===== config.mk =====
export PLATFORM = sky130hd
export DESIGN_NAME = cpu_sequencer_flat
export DESIGN_NICKNAME = d
export VERILOG_FILES = /design/src/rtl/cpu_pkg.sv /design/src/rtl/cpu_sequencer_if.sv /design/src/rtl/cpu_seq_decode.sv /design/src/rtl/cpu_sequencer.sv /design/src/flat_wrapper.sv
export SDC_FILE = /design/constraint.sdc
export NUM_CORES = 1
export LEC_CHECK = 0
export ABC_AREA = 1
export ABC_CLOCK_PERIOD_IN_PS = 2560
export CORE_MARGIN = 10
export CORE_UTILIZATION = 30
export DETAILED_ROUTE_END_ITERATION = 10
export PLACE_DENSITY = 0.6
export SYNTH_ARGS = -nofsm -noshare
export SYNTH_HDL_FRONTEND = slang
export SYNTH_HIERARCHICAL = 1
export SYNTH_SLANG_ARGS = --single-unit
export TNS_END_PERCENT = 5

===== constraint.sdc =====
create_clock -name clk -period 2.56 [get_ports clk]
set_input_delay 0.256 -clock clk [delete_from_list [all_inputs] [get_ports clk]]
set_output_delay 0.256 -clock clk [all_outputs]
set_load 0.01 [all_outputs]

===== src/rtl/cpu_pkg.sv =====
// ---------------------------------------------------------------------------
// cpu_pkg
// Shared definitions for the 16-bit CPU sequencer slice:
//   - opcode constants carried in ir[15:12]
//   - ALU operation codes driven towards the datapath
//   - FSM state encoding (also visible on the sequencer's state output)
//   - instruction field positions and a helper to extract the opcode
// ---------------------------------------------------------------------------
package cpu_pkg;

  localparam logic [3:0] OP_NOP  = 4'h0;
  localparam logic [3:0] OP_ADD  = 4'h1;
  localparam logic [3:0] OP_SUB  = 4'h2;
  localparam logic [3:0] OP_AND  = 4'h3;
  localparam logic [3:0] OP_OR   = 4'h4;
  localparam logic [3:0] OP_LW   = 4'h5;
  localparam logic [3:0] OP_SW   = 4'h6;
  localparam logic [3:0] OP_HALT = 4'hF;

  // LW and SW reuse the adder for address generation, hence ALU_ADD.
  localparam logic [3:0] ALU_ADD = 4'b0000;
  localparam logic [3:0] ALU_SUB = 4'b0001;
  localparam logic [3:0] ALU_AND = 4'b0010;
  localparam logic [3:0] ALU_OR  = 4'b0011;

  typedef enum logic [2:0] {
    IDLE   = 3'd0,
    FETCH  = 3'd1,
    DECODE = 3'd2,
    EXEC   = 3'd3,
    MEM    = 3'd4,
    WB     = 3'd5,
    HALT   = 3'd6,
    ERROR  = 3'd7
  } seq_state_t;

  localparam int OPC_MSB = 15;
  localparam int OPC_LSB = 12;
  localparam int RD_MSB  = 11;
  localparam int RD_LSB  = 8;

  function automatic logic [3:0] opcode_of(input logic [15:0] instr);
    return instr[OPC_MSB:OPC_LSB];
  endfunction

endpackage


===== src/rtl/cpu_sequencer_if.sv =====
// ---------------------------------------------------------------------------
// cpu_sequencer_if
// Memory handshake between the sequencer (master) and the shared
// single-port memory (slave).
//   mem_req      : request, held until mem_ready is seen
//   mem_we       : write enable (stores only)
//   mem_sel_data : address mux select, 0 = pc, 1 = ALU result
//   mem_ready    : completion strobe from memory
//   instr_rdata  : read data, captured into ir during fetch
// ---------------------------------------------------------------------------
interface cpu_sequencer_if;
  logic        mem_req;
  logic        mem_we;
  logic        mem_sel_data;
  logic        mem_ready;
  logic [15:0] instr_rdata;

  modport master (
    output mem_req, mem_we, mem_sel_data,
    input  mem_ready, instr_rdata
  );

  modport slave (
    input  mem_req, mem_we, mem_sel_data,
    output mem_ready, instr_rdata
  );
endinterface


===== src/rtl/cpu_seq_decode.sv =====
// ---------------------------------------------------------------------------
// cpu_seq_decode
// Purely combinational opcode classifier.
//   opcode     in  4 : ir[15:12]
//   alu_op     out 4 : ALU operation for the datapath
//   is_alu     out 1 : ADD/SUB/AND/OR
//   is_load    out 1 : LW
//   is_store   out 1 : SW
//   is_halt    out 1 : HALT
//   is_illegal out 1 : opcodes 7..E
// NOP is the case where every class flag is low.
// ---------------------------------------------------------------------------
module cpu_seq_decode (
  input  logic [3:0] opcode,
  output logic [3:0] alu_op,
  output logic       is_alu,
  output logic       is_load,
  output logic       is_store,
  output logic       is_halt,
  output logic       is_illegal
);
  import cpu_pkg::*;

  always_comb begin
    alu_op     = ALU_ADD;
    is_alu     = 1'b0;
    is_load    = 1'b0;
    is_store   = 1'b0;
    is_halt    = 1'b0;
    is_illegal = 1'b0;
    case (opcode)
      OP_NOP:  ;
      OP_ADD:  is_alu = 1'b1;
      OP_SUB:  begin is_alu = 1'b1; alu_op = ALU_SUB; end
      OP_AND:  begin is_alu = 1'b1; alu_op = ALU_AND; end
      OP_OR:   begin is_alu = 1'b1; alu_op = ALU_OR;  end
      OP_LW:   is_load  = 1'b1;
      OP_SW:   is_store = 1'b1;
      OP_HALT: is_halt  = 1'b1;
      default: is_illegal = 1'b1;
    endcase
  end
endmodule


===== src/rtl/cpu_sequencer.sv =====
// ---------------------------------------------------------------------------
// cpu_sequencer
// Multi-cycle control FSM for the 16-bit CPU: fetch, decode, execute,
// memory access and writeback. Owns pc, ir and the memory handshake.
//
// Parameters: PC_WIDTH (pc wraps modulo 2^PC_WIDTH),
//             MEM_TIMEOUT (max wait cycles for mem_ready, 0 = no timeout)
// Ports:
//   clk, reset      : clock, asynchronous active-high reset
//   run             : level enable, sampled in IDLE and at retire
//   mem             : memory handshake (cpu_sequencer_if.master)
//   pc, ir          : program counter, instruction register
//   alu_op, alu_en  : ALU control, alu_en pulses in EXEC
//   rf_we, rf_waddr, rf_wsel : register-file write control (WB)
//   state           : current FSM state encoding
//   halted, err     : sticky terminal flags
//   instr_count     : retired-instruction counter
// Optional feature macro: CPU_SEQ_PERF_CNT_EN enables the saturating
// retired-instruction counter; otherwise instr_count is tied to 0.
// ---------------------------------------------------------------------------
module cpu_sequencer #(
  parameter int PC_WIDTH    = 8,
  parameter int MEM_TIMEOUT = 15
) (
  input  logic                clk,
  input  logic                reset,
  input  logic                run,
  cpu_sequencer_if.master     mem,
  output logic [PC_WIDTH-1:0] pc,
  output logic [15:0]         ir,
  output logic [3:0]          alu_op,
  output logic                alu_en,
  output logic                rf_we,
  output logic [3:0]          rf_waddr,
  output logic                rf_wsel,
  output logic [2:0]          state,
  output logic                halted,
  output logic                err,
  output logic [15:0]         instr_count
);
  import cpu_pkg::*;

  localparam int            TW       = (MEM_TIMEOUT < 2) ? 1 : $clog2(MEM_TIMEOUT + 1);
  localparam bit            TMO_EN   = (MEM_TIMEOUT > 0);
  localparam logic [TW-1:0] TMO_LAST = TW'((MEM_TIMEOUT > 0) ? MEM_TIMEOUT - 1 : 0);

  seq_state_t    cur_state;
  seq_state_t    state_next;
  logic [TW-1:0] tmo_cnt;
  logic          ir_load;
  logic          retire;
  logic          mem_wait;
  logic          tmo_expire;
  logic [3:0]    opcode;
  logic          dec_alu;
  logic          dec_load;
  logic          dec_store;
  logic          dec_halt;
  logic          dec_illegal;

  assign opcode = opcode_of(ir);

  cpu_seq_decode u_decode (
    .opcode     (opcode),
    .alu_op     (alu_op),
    .is_alu     (dec_alu),
    .is_load    (dec_load),
    .is_store   (dec_store),
    .is_halt    (dec_halt),
    .is_illegal (dec_illegal)
  );

  // The counter value equals the number of wait cycles already spent, so
  // the request gives up in its MEM_TIMEOUT-th unanswered cycle.
  assign mem_wait   = ((cur_state == FETCH) || (cur_state == MEM)) && !mem.mem_ready;
  assign tmo_expire = TMO_EN && (tmo_cnt == TMO_LAST);

  always_ff @(posedge clk or posedge reset) begin
    if (reset) cur_state <= IDLE;
    else       cur_state <= state_next;
  end

  // Next-state logic. Every retire point funnels through the same run check
  // at the bottom so run is never looked at mid-instruction.
  always_comb begin
    state_next = cur_state;
    ir_load    = 1'b0;
    retire     = 1'b0;
    case (cur_state)
      IDLE:   if (run) state_next = FETCH;
      FETCH: begin
        if (mem.mem_ready) begin
          ir_load    = 1'b1;
          state_next = DECODE;
        end else if (tmo_expire) begin
          state_next = ERROR;
        end
      end
      DECODE: begin
        if (dec_halt)                              state_next = HALT;
        else if (dec_illegal)                      state_next = ERROR;
        else if (dec_alu || dec_load || dec_store) state_next = EXEC;
        else                                       retire     = 1'b1;
      end
      EXEC:   state_next = dec_alu ? WB : MEM;
      MEM: begin
        if (mem.mem_ready) begin
          if (dec_store) retire     = 1'b1;
          else           state_next = WB;
        end else if (tmo_expire) begin
          state_next = ERROR;
        end
      end
      WB:     retire = 1'b1;
      HALT:   state_next = HALT;
      ERROR:  state_next = ERROR;
      default: state_next = ERROR;
    endcase
    if (retire) state_next = run ? FETCH : IDLE;
  end

  always_ff @(posedge clk or posedge reset) begin
    if (reset) begin
      pc <= '0;
      ir <= '0;
    end else if (ir_load) begin
      pc <= pc + PC_WIDTH'(1);
      ir <= mem.instr_rdata;
    end
  end

  // Any state change clears the wait counter, which covers entry to both
  // FETCH and MEM without tracking the previous state.
  always_ff @(posedge clk or posedge reset) begin
    if (reset)                        tmo_cnt <= '0;
    else if (state_next != cur_state) tmo_cnt <= '0;
    else if (mem_wait)                tmo_cnt <= tmo_cnt + TW'(1);
  end

  assign mem.mem_req      = (cur_state == FETCH) || (cur_state == MEM);
  assign mem.mem_sel_data = (cur_state == MEM);
  assign mem.mem_we       = (cur_state == MEM) && dec_store;
  assign alu_en           = (cur_state == EXEC);
  assign rf_we            = (cur_state == WB);
  assign rf_wsel          = (cur_state == WB) && dec_load;
  assign rf_waddr         = ir[RD_MSB:RD_LSB];
  assign state            = cur_state;
  assign halted           = (cur_state == HALT);
  assign err              = (cur_state == ERROR);

`ifdef CPU_SEQ_PERF_CNT_EN
  logic [15:0] perf_cnt;

  always_ff @(posedge clk or posedge reset) begin
    if (reset)                              perf_cnt <= 16'd0;
    else if (retire && perf_cnt != 16'hFFFF) perf_cnt <= perf_cnt + 16'd1;
  end

  assign instr_count = perf_cnt;
`else
  assign instr_count = 16'd0;
`endif

endmodule

===== src/flat_wrapper.sv =====
// flat-port wrapper written by rule: the top's interface ports become plain ports
module cpu_sequencer_flat import cpu_pkg::*;
#(
  parameter int PC_WIDTH    = 8,
  parameter int MEM_TIMEOUT = 15
)
  (clk, reset, run, pc, ir, alu_op, alu_en, rf_we, rf_waddr, rf_wsel, state, halted, err, instr_count, mem_mem_req, mem_mem_we, mem_mem_sel_data, mem_mem_ready, mem_instr_rdata);
  cpu_sequencer_if mem_i ();
  input  logic clk;
  input  logic reset;
  input  logic run;
  output logic [PC_WIDTH-1:0] pc;
  output logic [15:0] ir;
  output logic [3:0] alu_op;
  output logic alu_en;
  output logic rf_we;
  output logic [3:0] rf_waddr;
  output logic rf_wsel;
  output logic [2:0] state;
  output logic halted;
  output logic err;
  output logic [15:0] instr_count;
  output wire logic [$bits(mem_i.mem_req)-1:0] mem_mem_req;
  output wire logic [$bits(mem_i.mem_we)-1:0] mem_mem_we;
  output wire logic [$bits(mem_i.mem_sel_data)-1:0] mem_mem_sel_data;
  input wire logic [$bits(mem_i.mem_ready)-1:0] mem_mem_ready;
  input wire logic [$bits(mem_i.instr_rdata)-1:0] mem_instr_rdata;
  assign mem_mem_req = mem_i.mem_req;
  assign mem_mem_we = mem_i.mem_we;
  assign mem_mem_sel_data = mem_i.mem_sel_data;
  assign mem_i.mem_ready = mem_mem_ready;
  assign mem_i.instr_rdata = mem_instr_rdata;
  cpu_sequencer #(.PC_WIDTH(PC_WIDTH), .MEM_TIMEOUT(MEM_TIMEOUT)) u_core (.clk(clk), .reset(reset), .run(run), .mem(mem_i), .pc(pc), .ir(ir), .alu_op(alu_op), .alu_en(alu_en), .rf_we(rf_we), .rf_waddr(rf_waddr), .rf_wsel(rf_wsel), .state(state), .halted(halted), .err(err), .instr_count(instr_count));
endmodule

==> flow_metrics.tcl <==
set metrics [dict create \
    outcome "finished clean" \
    timing.fmax_ghz 0.467 \
    grt_pass1_vias 1823 \
    antenna_cells 0 \
    power.density_nw_per_um2 1090 \
    stdcell_count 387 \
    cts_num_sinks 31 \
    fp-row-count 28 \
    ff_latch_area_um2 776 \
    ios 79 \
    syn_area_per_cell_um2 7.53 \
    worst-path-buf-inv 3 \
    clockBufferDepth 2 \
    ys_seq_area_share_pct 41.1 \
    design_area_um2 2560 \
    vias_per_cell 4.29 \
    synth.distinct_cells 27 \
    total_power_mw 2.78 \
    skew_ns 0.00669 \
    cts_buffers 5 \
    slew_viol_final 0 \
    post-route-min-period_ns 2.14 \
    synth_top_cell_area_share_pct 41.1 \
    drt-initial-drc-count 56 \
    die_x_um 99.4 \
    final_antenna_net_count 0 \
    htree_levels 2 \
    grt_overflow 0 \
    cp_max_fo 5 \
    core_area_um2 6030 \
    initial_utilization_pct 31.4 \
    die_y_um 99.4 \
    startpoint_type "flip-flop" \
    dp_hpwl_mm 3.80 \
    hp-class "input port to async pin" \
    ys_seq_elements 31 \
    root_buffer "clkbuf_8" \
    cts_setup_buffers 0 \
    critPathKind "flip-flop to output port" \
    hold_buffers 0 \
    clkTransAtPathRegs_ns 0.07 \
    synth_warnings 6 \
    cts_resized 0 \
    crit_path_end_kind "output port" \
    grt_max_degree 32 \
    worstRegToRegCells 15 \
    synth_area_leader_cell "dfrtp_1" \
    leakagePower_nw 1.33 \
    totalWireLength_mm 4.84 \
    cp.required_ns 2.30 \
    synthToLayoutAreaGrowth_pct 35.5 \
    io_buffers 60 \
    fin_nets 334 \
    period_share_pct 83.6 \
    crit_cells 6 \
    cts_tree "yes" \
    cp_cell_sequence "inv_2 -> nand2_2 -> nor3_1 -> inv_1 -> nor2_1 -> clkdlybuf4s50_1" \
    dpl_cell_area_um2 2470 \
    num-fill-cells 634 \
    synth_area_leaders "dfrtp_1, nand2_1, buf_4" \
    max_stage_delay_ns 0.54 \
    synth_cells 251 \
    drive_gt1_share_pct 9.94 \
    fin_setup_tns_ns 0 \
    drt_drc_violations_left 0 \
    hold_viol 0 \
    antenna_found_initial 0 \
    crit_family "buffers and inverters" \
    setup_viol 0 \
    grt_pass1_wl_mm 8.37 \
    arrival_ns 1.88 \
    maxCapViolCount 0 \
    gp_congestion 0.793 \
    die_area_um2 9870 \
    synth_area_um2 1890 \
    dr.pass1.iters 4 \
    rsz0062_at_grt "no" \
    grt_usage_pct 10.1 \
    cp_slowest_cell "clkdlybuf4s50_1" \
    multi_input_area_um2 868 \
    wl_per_cell_um 12.5 \
    dp_cells 379 \
    peakVddDrop_v 0.000413 \
    clk_latency_ns 0.28 \
    via_count 1662 \
]
layout make-up:
| cell class | count | area share, % |
|---|---|---|
| clock inverters | 3 | 0.782 |
| repair buffers | 63 | 24.3 |
| flip-flops and latches | 31 | 30.3 |
| clock buffers | 5 | 2.69 |
| multi-input cells | 181 | 33.9 |
| well taps | 75 | 3.67 |
| inverters | 29 | 4.30 |
cell families (layout without fill, tap and decap cells):
family	Yosys count	in the layout	synth area share, %
DFF	31	31	41.1
adders and majority gates	3	3	1.99
other	2	18	0.397
xor gates and xnor gates	10	10	4.64
buffers and inverters	55	100	16.2
AOI/OAI and AO/OA	4	4	1.19
and+or+nand+nor	146	146	34.6
cell usage after synthesis (all sizes together):
master	instances
o21ai	3
clkbuf	1
xnor2	3
nand2	96
nor3	3
nor2	23
nand3	19
a21boi	1
clkinv	1
xor2	7
conb	2
inv	28
nor3b	1
buf	25
and3	1
ha	3
dfrtp	31
nand4	3
final timing paths:
check | startpoint | to | slack (ns)
max | u_core/ir[15]$_DFFE_PP0P_ | mem_mem_we | 0.42
min | reset | u_core/tmo_cnt[2]$_DFFE_PP0P_ | 0.36
max reg2reg | u_core/ir[15]$_DFFE_PP0P_ | u_core/tmo_cnt[1]$_DFFE_PP0P_ | 0.66
min reg2reg | u_core/pc[7]$_DFFE_PP0P_ | u_core/pc[7]$_DFFE_PP0P_ | 0.47
max in group asynchronous | reset | u_core/state[1]$_DFF_PP0_ | 1.91
min in group clk | u_core/pc[7]$_DFFE_PP0P_ | u_core/pc[7]$_DFFE_PP0P_ | 0.47
flip-flops by register name, indices dropped and copies added, names as in the netlist:
| name | cells |
|---|---|
| u_core/ir | 16 |
| u_core/pc | 8 |
| u_core/state | 3 |
| u_core/tmo_cnt | 4 |
routing by layer:
metal | wire [um] | GRT usage [%]
met1 | 1990 | 10.8
met2 | 2060 | 15.6
met3 | 749 | 7.20
met4 | 39 | 2.65
met5 | 0 | 0
placed cells by master, fill, tap and decap left out, drive strengths merged:
master / instances
nand2: 96
clkdlybuf4s50: 60
dfrtp: 31
inv: 28
nor2: 23
nand3: 19
conb: 18
xor2: 7
clkbuf: 5
xnor2: 3
nand4: 3
nor3: 3
ha: 3
buf: 3
o21ai: 3
clkinv: 2
clkinvlp: 2
and3: 1
nor3b: 1
a21boi: 1
worst min-delay path, delay by kind of cell:
kind | cells | cell delay [ns]
buffers and inverters | 3 | 0.80
power breakdown:
| part | leakage, nW | switching, mW | internal [mW] | total (mW) |
|---|---|---|---|---|
| sequential | 0.396 | 0.211 | 0.660 | 0.871 |
| clock | 0.0402 | 0.190 | 0.189 | 0.379 |
| combinational | 0.898 | 0.804 | 0.726 | 1.53 |
| total | 1.33 | 1.21 | 1.57 | 2.78 |
stage by stage:
step | hold slack [ns] | utilization (%) | worst slack [ns]
finish | 0.356 | 42.5 | 0.420
global placement | 0.452 | 41.0 | 0.611
floorplan | 0.360 | - | 0.933
detailed placement | 0.459 | 41.0 | 0.567
CTS | 0.367 | 42.5 | 0.397
global route | 0.426 | 42.5 | 0.268
Power figures use the tool's default switching activity.
